`src/rtl/tgl_dec_pkg.sv`:
```
// rtl/tgl_dec_pkg.sv - shared FSM encoding, default widths and helper width function
package tgl_dec_pkg;

  typedef enum logic [1:0] {
    ST_INIT = 2'd0,
    ST_FILL = 2'd1,
    ST_RUN  = 2'd2
  } tgl_state_e;

  localparam int PEND_W_DEF   = 3;
  localparam int CNT_W_DEF    = 8;
  localparam int FILT_CYC_DEF = 4;

  function automatic int clog2(input int v);
    int r;
    int x;
    r = 0;
    x = v - 1;
    while (x > 0) begin
      r = r + 1;
      x = x >> 1;
    end
    return r;
  endfunction

  // Glitch-filter counter must hold 0..FILT_CYC.
  function automatic int filt_cnt_w(input int filt_cyc);
    int w;
    w = clog2(filt_cyc + 1);
    return (w < 1) ? 1 : w;
  endfunction

endpackage

```
`src/rtl/tgl_sync2.sv`:
```
// rtl/tgl_sync2.sv - two-flop synchroniser for the asynchronous toggle line
module tgl_sync2 (
  input  logic clk,
  input  logic rst_n,
  input  logic d,
  output logic q1,
  output logic q2
);

  always_ff @(posedge clk or negedge rst_n) begin
    if (!rst_n) begin
      q1 <= 1'b0;
      q2 <= 1'b0;
    end else begin
      q1 <= d;
      q2 <= q1;
    end
  end

endmodule

```
`src/rtl/toggle_event_decoder.sv`:
```
// rtl/toggle_event_decoder.sv - toggle-line event decoder with pending counter and handshake
// Optional glitch filter on the synchronised level: TGL_GLITCH_FILTER_EN.
module toggle_event_decoder
  import tgl_dec_pkg::*;
#(
  parameter int PEND_W   = PEND_W_DEF,
  parameter int CNT_W    = CNT_W_DEF
`ifdef TGL_GLITCH_FILTER_EN
  ,
  parameter int FILT_CYC = FILT_CYC_DEF
`endif
) (
  input  logic              clk,
  input  logic              reset,
  input  logic              En,
  input  logic              tgl_in,
  output logic              evt_valid,
  input  logic              evt_ready,
  output logic [PEND_W-1:0] pend,
  output logic [CNT_W-1:0]  evt_count,
  output logic              ovf,
  input  logic              clr_ovf
);

  localparam logic [PEND_W-1:0] PEND_MAX = '1;

  tgl_state_e state;
  tgl_state_e state_nxt;
  logic       track;
  logic       run;

  logic sync1;
  logic sync2;
  logic lvl;
  logic prev;
  logic det;
  logic inc;
  logic dec;

  tgl_sync2 u_sync (
    .clk  (clk),
    .rst_n(reset),
    .d    (tgl_in),
    .q1   (sync1),
    .q2   (sync2)
  );

  always_ff @(posedge clk or negedge reset) begin
    if (!reset) state <= ST_INIT;
    else        state <= state_nxt;
  end

  always_comb begin
    state_nxt = state;
    case (state)
      ST_INIT: state_nxt = ST_FILL;
      ST_FILL: state_nxt = ST_RUN;
      ST_RUN:  state_nxt = ST_RUN;
      default: state_nxt = ST_INIT;
    endcase
  end

  always_comb begin
    track = 1'b1;
    run   = 1'b0;
    case (state)
      ST_RUN:  begin track = 1'b0; run = 1'b1; end
      default: begin track = 1'b1; run = 1'b0; end
    endcase
  end

  // While tracking, seed from sync1: it is the value sync2 presents on the first RUN cycle,
  // so a line already high at reset release is absorbed as the idle level.
`ifdef TGL_GLITCH_FILTER_EN
  localparam int FCW = filt_cnt_w(FILT_CYC);

  logic           flt;
  logic [FCW-1:0] fcnt;

  always_ff @(posedge clk or negedge reset) begin
    if (!reset) begin
      flt  <= 1'b0;
      fcnt <= '0;
    end else if (track) begin
      flt  <= sync1;
      fcnt <= '0;
    end else if (sync2 != flt) begin
      if (fcnt == FCW'(FILT_CYC - 1)) begin
        flt  <= sync2;
        fcnt <= '0;
      end else begin
        fcnt <= fcnt + 1'b1;
      end
    end else begin
      fcnt <= '0;
    end
  end

  assign lvl = flt;
`else
  assign lvl = sync2;
`endif

  always_ff @(posedge clk or negedge reset) begin
    if (!reset)     prev <= 1'b0;
    else if (track) prev <= sync1;
    else            prev <= lvl;
  end

  assign det       = run && En && (lvl != prev);
  assign evt_valid = (pend != '0);
  assign inc       = det;
  assign dec       = evt_valid && evt_ready;

  always_ff @(posedge clk or negedge reset) begin
    if (!reset) begin
      pend      <= '0;
      evt_count <= '0;
      ovf       <= 1'b0;
    end else begin
      if (inc && !dec) begin
        if (pend != PEND_MAX) pend <= pend + 1'b1;
      end else if (!inc && dec) begin
        pend <= pend - 1'b1;
      end

      if (inc) evt_count <= evt_count + 1'b1;

      // A drop in the same cycle as clr_ovf must stay visible.
      if (inc && !dec && (pend == PEND_MAX)) ovf <= 1'b1;
      else if (clr_ovf)                      ovf <= 1'b0;
    end
  end

endmodule

```
`config.mk`:
```
export PLATFORM = sky130hd
export DESIGN_NAME = toggle_event_decoder
export DESIGN_NICKNAME = d
export VERILOG_FILES = /design/src/rtl/tgl_dec_pkg.sv /design/src/rtl/tgl_sync2.sv /design/src/rtl/toggle_event_decoder.sv
export SDC_FILE = /design/constraint.sdc
export NUM_CORES = 1
export LEC_CHECK = 0
export CORE_ASPECT_RATIO = 1.1
export CORE_MARGIN = 2
export CORE_UTILIZATION = 35
export CTS_CLUSTER_SIZE = 14
export DETAILED_ROUTE_END_ITERATION = 12
export GPL_TIMING_DRIVEN = 0
export MAX_ROUTING_LAYER = met4
export PLACE_DENSITY = 0.55
export SYNTH_ARGS = -nofsm -noshare
export SYNTH_HDL_FRONTEND = slang
export SYNTH_SLANG_ARGS = --single-unit
```
`constraint.sdc`:
```
create_clock -name clk -period 2.5 [get_ports clk]
set_input_delay 0.75 -clock clk [delete_from_list [all_inputs] [get_ports clk]]
set_output_delay 0.75 -clock clk [all_outputs]
set_load 0.1 [all_outputs]
```
==> flow_metrics.env, run 1 <==
export IMPL_io_pins=19
export IMPL_cts_tree="built"
export IMPL_status="finished, final reports clean"
export IMPL_synth_compound_area_frac=0.1203
export IMPL_avgSynthCellArea_sq_um=10.28
export IMPL_gp_congestion=0.7987
export IMPL_cp_start_kind="flip-flop"
export IMPL_place_area_sq_um=1136
export IMPL_syn_inst=88
export IMPL_clock_root_buffer="clkbuf_4"
export IMPL_vias_per_cell=5.103
export IMPL_grt_pass1_vias=641
export IMPL_dp_hpwl_microns=1209
export IMPL_drive_gt1_frac=0.1930
export IMPL_synth_cell_type_count=29
export IMPL_clk_insertion_delay_late_ns=0.28
export IMPL_synth_seq_area_share=0.4703
export IMPL_synth_cell_area_sq_um=904.6
export IMPL_crit_start="pend[2]$_DFFE_PN0P_"
export IMPL_synth_top_family_by_area="simple AND/OR/NAND/NOR gates"
export IMPL_synthXorXnorAreaFrac=0.09544
export IMPL_ir_worst_vdd_mv=0.6762
export IMPL_drcViolationCount=0
export IMPL_seqCellArea_sq_um=431.7
export IMPL_diodes=0
export IMPL_max_slew_worst_pin_slew_ns=0.9541
export IMPL_fmax_mhz=418.0
export IMPL_fin_crit_sh=0.9570
export IMPL_clk_pin_slew_ns=0.09
export IMPL_fin_skew_ns=0.003930
export IMPL_rr_worst_depth=9
export IMPL_final_max_slew_viol_count=0
export IMPL_total_leakage_power_nw=0.5313
export IMPL_cp_arrival_ns=1.64
export IMPL_min_delay_start="u_sync.q1$_DFF_PN0_"
export IMPL_hold_violations=0
export IMPL_critical_path_class="flip-flop to output pin"
export IMPL_fp_row_count=19
export IMPL_dpl_worst_slack_ns=-0.3039
export IMPL_multi_input_area_sq_um=466.7
export IMPL_grtUsageTotal=0.1285
export IMPL_finalSetupViolCount=0
export IMPL_start_util=0.3659
export IMPL_fin_ws_ns=0.1074
export IMPL_cellPowerDensity_nw_per_um2=1258
export IMPL_num_vias=740
export IMPL_antenna_left=0
export IMPL_synthToLayoutAreaGrowth_pct=30.98
export IMPL_grt_start_max_net_pins=18
export IMPL_hold_depth=0
export IMPL_die_area_sq_um=3008
export IMPL_grt_ovfl_total=0
export IMPL_antenna_found_initial=0
export IMPL_endpoint_kind="output pin"
export IMPL_cts_buffers=3
export IMPL_syn_nets=98
export IMPL_grt_pass1_wl_microns=2829
export IMPL_finalCriticalPeriod_ns=2.393
export IMPL_crit_fanout=9
export IMPL_maxSlewHeadroom=0.3664
export IMPL_layout_nets=125
export IMPL_min_path_type="flip-flop to flip-flop"
export IMPL_htreeDepth=1
export IMPL_clockBufferDepth=2
export IMPL_required_ns=1.75
export IMPL_synth_simple_area_share=0.1978
export IMPL_final_area_sq_um=1185
export IMPL_core_area_sq_um=2472
export IMPL_drt_first_pass_iters=4
export IMPL_numPortBuffers=18
export IMPL_holdBufCountCts=0
export IMPL_timing_rr_start="pend[2]$_DFFE_PN0P_"
export IMPL_wl_microns=1663
export IMPL_fillCellCount=249
export IMPL_cts_num_sinks=17
export IMPL_rrSetupSlack_ns=0.28
export IMPL_routedWlPerCell_microns=11.47
export IMPL_synth_area_mux_share=0.02351
export IMPL_die_h_microns=57.32
export IMPL_yosysWarnings=0
export IMPL_synth_seq_cells=17
export IMPL_max_cap_violations=0
export IMPL_synthAdderAreaFrac=0.06362
export IMPL_final_util=0.4793
export IMPL_drtIter0Drc=6
export IMPL_setup_tns_final_ns=0
export IMPL_fp_dieW_microns=52.48
## area by class of cell
type	count	area share
plain buffers	2	0.01056
clock buffers	4	0.02218
inverters	5	0.01584
multi-input cells	64	0.3939
flip-flops and latches	17	0.3643
well taps	31	0.03273
repair buffers	22	0.1605
## final timing paths
kind,to
max,evt_valid
min,u_sync.q2$_DFF_PN0_
max reg2reg,pend[1]$_DFFE_PN0P_
min reg2reg,u_sync.q2$_DFF_PN0_
max in group asynchronous,pend[2]$_DFFE_PN0P_
min in group asynchronous,evt_count[7]$_DFFE_PN0P_
## registers in the layout, summed over array words and instances (netlist names)
name,flops
prev,1
u_sync.q1,1
pend,3
state,2
ovf,1
evt_count,8
u_sync.q2,1
## cells by family after synthesis
logic type                 Yosys count
xor gates and xnor gates             9
adders and majority gates            4
buffers and inverters                7
muxes                                2
DFF                                 17
and+or+nand+nor                     32
AOI/OAI and AO/OA                   17
## synthesized netlist by cell type
| cell | count | area [sq um] |
|---|---|---|
| mux2_2 | 1 | 11.26 |
| xor2_1 | 1 | 8.760 |
| o21ai_0 | 7 | 35.03 |
| o2111ai_1 | 1 | 8.760 |
| nor3_2 | 1 | 10.01 |
| o211ai_1 | 2 | 15.01 |
| and3_1 | 4 | 25.02 |
| nand2_1 | 9 | 33.78 |
| fa_1 | 1 | 20.02 |
| a221oi_2 | 1 | 15.01 |
| nand2_2 | 1 | 6.260 |
| ha_1 | 3 | 37.54 |
| nand3_1 | 7 | 35.03 |
| nor2_4 | 1 | 11.26 |
| nor3_1 | 1 | 5.000 |
| and2_1 | 2 | 12.51 |
| clkbuf_1 | 2 | 7.510 |
| xnor2_1 | 7 | 61.31 |
| dfrtp_1 | 17 | 425.4 |
| inv_1 | 5 | 18.77 |
| nor4b_1 | 1 | 8.760 |
| or3_1 | 1 | 6.260 |
| a32oi_1 | 1 | 8.760 |
| xor2_2 | 1 | 16.27 |
| mux2i_1 | 1 | 10.01 |
| a31oi_1 | 1 | 6.260 |
| a21oi_1 | 4 | 20.02 |
| nor2b_1 | 1 | 6.260 |
| nand4_1 | 3 | 18.77 |
## worst max-delay path: stages, from the launching register on
cell and delay (ns):
dfrtp_4 0.47, clkbuf_2 0.19, or3_4 0.39, buf_2 0.30
## per-layer routing
metal / part of all wire / routed length, microns / global-route usage
met1: 0.48 / 804 / 0.1847
met2: 0.45 / 742 / 0.1714
met3: 0.063 / 104 / 0.04712
met4: 0.0072 / 12 / 0.03297
met5: 0 / 0 / -
## metrics by stage
step	std cells	total power [W]	hold slack, ns
2_1_floorplan	88	0.001178	0.3501
3_3_place_gp	137	0.001396	0.3555
3_5_place_dp	137	0.001398	0.3647
4_1_cts	141	0.001493	0.3877
5_1_grt	145	0.001584	0.3991
6_report	145	0.001490	0.3817
## power by group
group | internal (W) | switching [W]
clock | 0.0000620 | 0.0000793
combinational | 0.000206 | 0.000690
sequential | 0.000352 | 0.000100
total | 0.000621 | 0.000870
## repair_timing
| action | CTS | global route |
|---|---|---|
| pin swaps | 0 | 1 |
| gates resized for setup | 13 | 9 |
| setup buffers | 0 | 4 |
| setup endpoints to repair | 13 | 3 |
## layout by cell type, fill, tap and decap left out, types with 2 or more instances in the layout
cell type        instances
ha_1                     3
a21oi_1                  4
nand4_1                  3
nand2_2                  2
o21ai_0                  7
xnor2_1                  7
nand3_1                  7
o211ai_1                 2
nand2_1                  8
clkbuf_4                 4
inv_1                    5
dfrtp_1                 14
dlygate4sd2_1           12
buf_4                    4
clkdlybuf4s50_1          5
dfrtp_2                  2
and3_1                   4
and2_1                   2
Note: power is estimated with default switching activity, not from simulation.
==> inputs of run 2 (changes only) <==
ABC_CLOCK_PERIOD_IN_PS = 2500   (was unset)
RECOVER_POWER = 100   (was unset)
==> flow_metrics.env, run 2 (synthesis gave the netlist of run 1 again) <==
export IMPL_status="finished, final reports clean"
export IMPL_grt_pass1_wl_microns=2829
export IMPL_cts_buffers=3
export IMPL_critPathMaxStageDelay_ns=0.47
export IMPL_drt_first_pass_iters=4
export IMPL_cp_arrival_ns=1.64
export IMPL_finalPower_w=0.001490
export IMPL_gp_congestion=0.7987
export IMPL_diodes=0
export IMPL_cp_start_kind="flip-flop"
export IMPL_drtIter0Drc=6
export IMPL_num_vias=740
export IMPL_clk_insertion_delay_late_ns=0.28
export IMPL_final_cell_mix="dfrtp_1, dlygate4sd2_1, nand2_1"
export IMPL_cellPowerDensity_nw_per_um2=1257
export IMPL_layout_nets=125
export IMPL_ir_worst_vdd_mv=0.6762
export IMPL_p_switching_w=0.0008697
export IMPL_grtUsageTotal=0.1285
export IMPL_final_common_cell="dfrtp_1"
export IMPL_total_leakage_power_nw=0.5318
export IMPL_antenna_found_initial=0
export IMPL_crit_family="buffers and inverters"
export IMPL_hold_violations=0
export IMPL_largest_reg_flops=8
export IMPL_combPwrFrac=0.601
export IMPL_max_slew_worst_pin_slew_ns=0.9541
export IMPL_cts_tree="built"
export IMPL_setup_tns_final_ns=0
export IMPL_required_ns=1.75
export IMPL_numPortBuffers=18
export IMPL_start_util=0.3659
export IMPL_core_area_sq_um=2472
export IMPL_fin_skew_ns=0.003905
export IMPL_reg_top3="evt_count x8, pend x3, state x2"
export IMPL_synthToLayoutAreaGrowth_pct=30.98
export IMPL_netSwitchingFraction=0.5838
export IMPL_die_area_sq_um=3008
export IMPL_fin_crit_sh=0.9570
export IMPL_cpMaxStageDelayCell="dfrtp_4"
export IMPL_fillCellCount=249
export IMPL_grt_ovfl_total=0
export IMPL_critical_path_class="flip-flop to output pin"
export IMPL_max_cap_violations=0
export IMPL_cts_num_sinks=17
export IMPL_intPower_w=0.0006200
export IMPL_timing_rr_start="pend[2]$_DFFE_PN0P_"
export IMPL_htreeDepth=1
export IMPL_die_h_microns=57.32
export IMPL_wl_microns=1663
export IMPL_drcViolationCount=0
export IMPL_antenna_left=0
export IMPL_finalSetupViolCount=0
export IMPL_io_pins=19
export IMPL_clock_power_share=0.095
export IMPL_drive_gt1_frac=0.1930
export IMPL_grt_start_max_net_pins=18
export IMPL_crit_fanout=9
export IMPL_fmax_mhz=418.0
export IMPL_top_register="evt_count"
export IMPL_min_delay_start="u_sync.q1$_DFF_PN0_"
export IMPL_maxSlewHeadroom=0.3664
export IMPL_finalCriticalPeriod_ns=2.393
export IMPL_grt_pass1_vias=641
export IMPL_cp_cell_sequence="clkbuf_2, or3_4, buf_2"
export IMPL_p_seq_frac=0.304
export IMPL_fp_dieW_microns=52.48
export IMPL_clk_pin_slew_ns=0.09
export IMPL_dp_cells=137
export IMPL_endpoint_kind="output pin"
export IMPL_vias_per_cell=5.103
export IMPL_clock_root_buffer="clkbuf_4"
export IMPL_final_max_slew_viol_count=0
export IMPL_stdcell_count=145
export IMPL_clockBufferDepth=2
export IMPL_min_path_type="flip-flop to flip-flop"
export IMPL_routedWlPerCell_microns=11.47
export IMPL_crit_start="pend[2]$_DFFE_PN0P_"
export IMPL_critical_path_buf_inv_count=2
export IMPL_dp_hpwl_microns=1209
export IMPL_fp_row_count=19
==> run 2: changes by cell type in the layout (fill, tap and decap cells not counted), sizes merged <==
cell and delta:
clkdlybuf4s50 -2, dlygate4sd3 +2
==> run 2: path summary, 6_finish.rpt <==
kind	to	slack, ns	cells past startpoint
max in group asynchronous	pend[2]$_DFFE_PN0P_	1.01	1
max reg2reg	pend[1]$_DFFE_PN0P_	0.28	9
min reg2reg	u_sync.q2$_DFF_PN0_	0.38	0
max	evt_valid	0.11	3
min in group asynchronous	evt_count[7]$_DFFE_PN0P_	0.96	1
min	u_sync.q2$_DFF_PN0_	0.38	0
==> run 2: power by group through the flow <==
stage               combinational (W)  clock [W]  sequential [W]
global route                 0.000948   0.000164        0.000472
CTS                          0.000889   0.000151        0.000454
finish                       0.000896   0.000141        0.000453
floorplan                    0.000252          0        0.000926
global placement             0.000937          0        0.000459
detailed placement           0.000937          0        0.000460
==> run 2: repair_timing <==
| action | 4_1_cts | 5_1_grt |
|---|---|---|
| endpoints found under the setup margin | 13 | 3 |
| hold buffers | 0 | 0 |
| pin swaps | 0 | 1 |
| endpoints found under the hold margin | 0 | 0 |
| gates resized for setup | 13 | 9 |
| setup buffers | 0 | 4 |
==> run 2: area by class of cell <==
class                           instances  area (sq um)  share of cell area
Inverter                                5         18.77             0.01584
Tap cell                               31         38.79             0.03273
Clock buffer                            4         26.28             0.02218
Timing Repair Buffer                   22         190.2              0.1605
Multi-Input combinational cell         64         466.7              0.3939
Buffer                                  2         12.51             0.01056
Sequential cell                        17         431.7              0.3643
==> run 2: worst register-to-register path, stage by stage, from the launching register on <==
cell	delay (ns)
dfrtp_4	0.47
clkbuf_2	0.19
or3_4	0.39
nand2_1	0.07
nand2_1	0.06
fa_1	0.49
nand3_1	0.11
a21oi_1	0.04
a21oi_1	0.12
o2111ai_1	0.13
==> run 2: metal layers <==
layer | vias up | part of all wire | track usage | routed length, microns
met5 | - | 0 | - | 0
li1 | 366 | - | - | -
met1 | 353 | 0.48 | 0.1847 | 797
met3 | 2 | 0.067 | 0.04712 | 111
met2 | 19 | 0.45 | 0.1714 | 742
met4 | 0 | 0.0072 | 0.03297 | 12
==> run 2: through the flow <==
step	hold WS [ns]	cell area (sq um)	setup slack (ns)	util
after floorplan	0.3501	917.1	0.004183	-
after global placement	0.3555	1136	-0.2927	0.4595
after detailed placement	0.3647	1136	-0.3039	0.4595
after CTS	0.3877	1146	-0.1934	0.4636
after global routing	0.3991	1185	-0.006419	0.4793
final	0.3817	1185	0.1074	0.4793
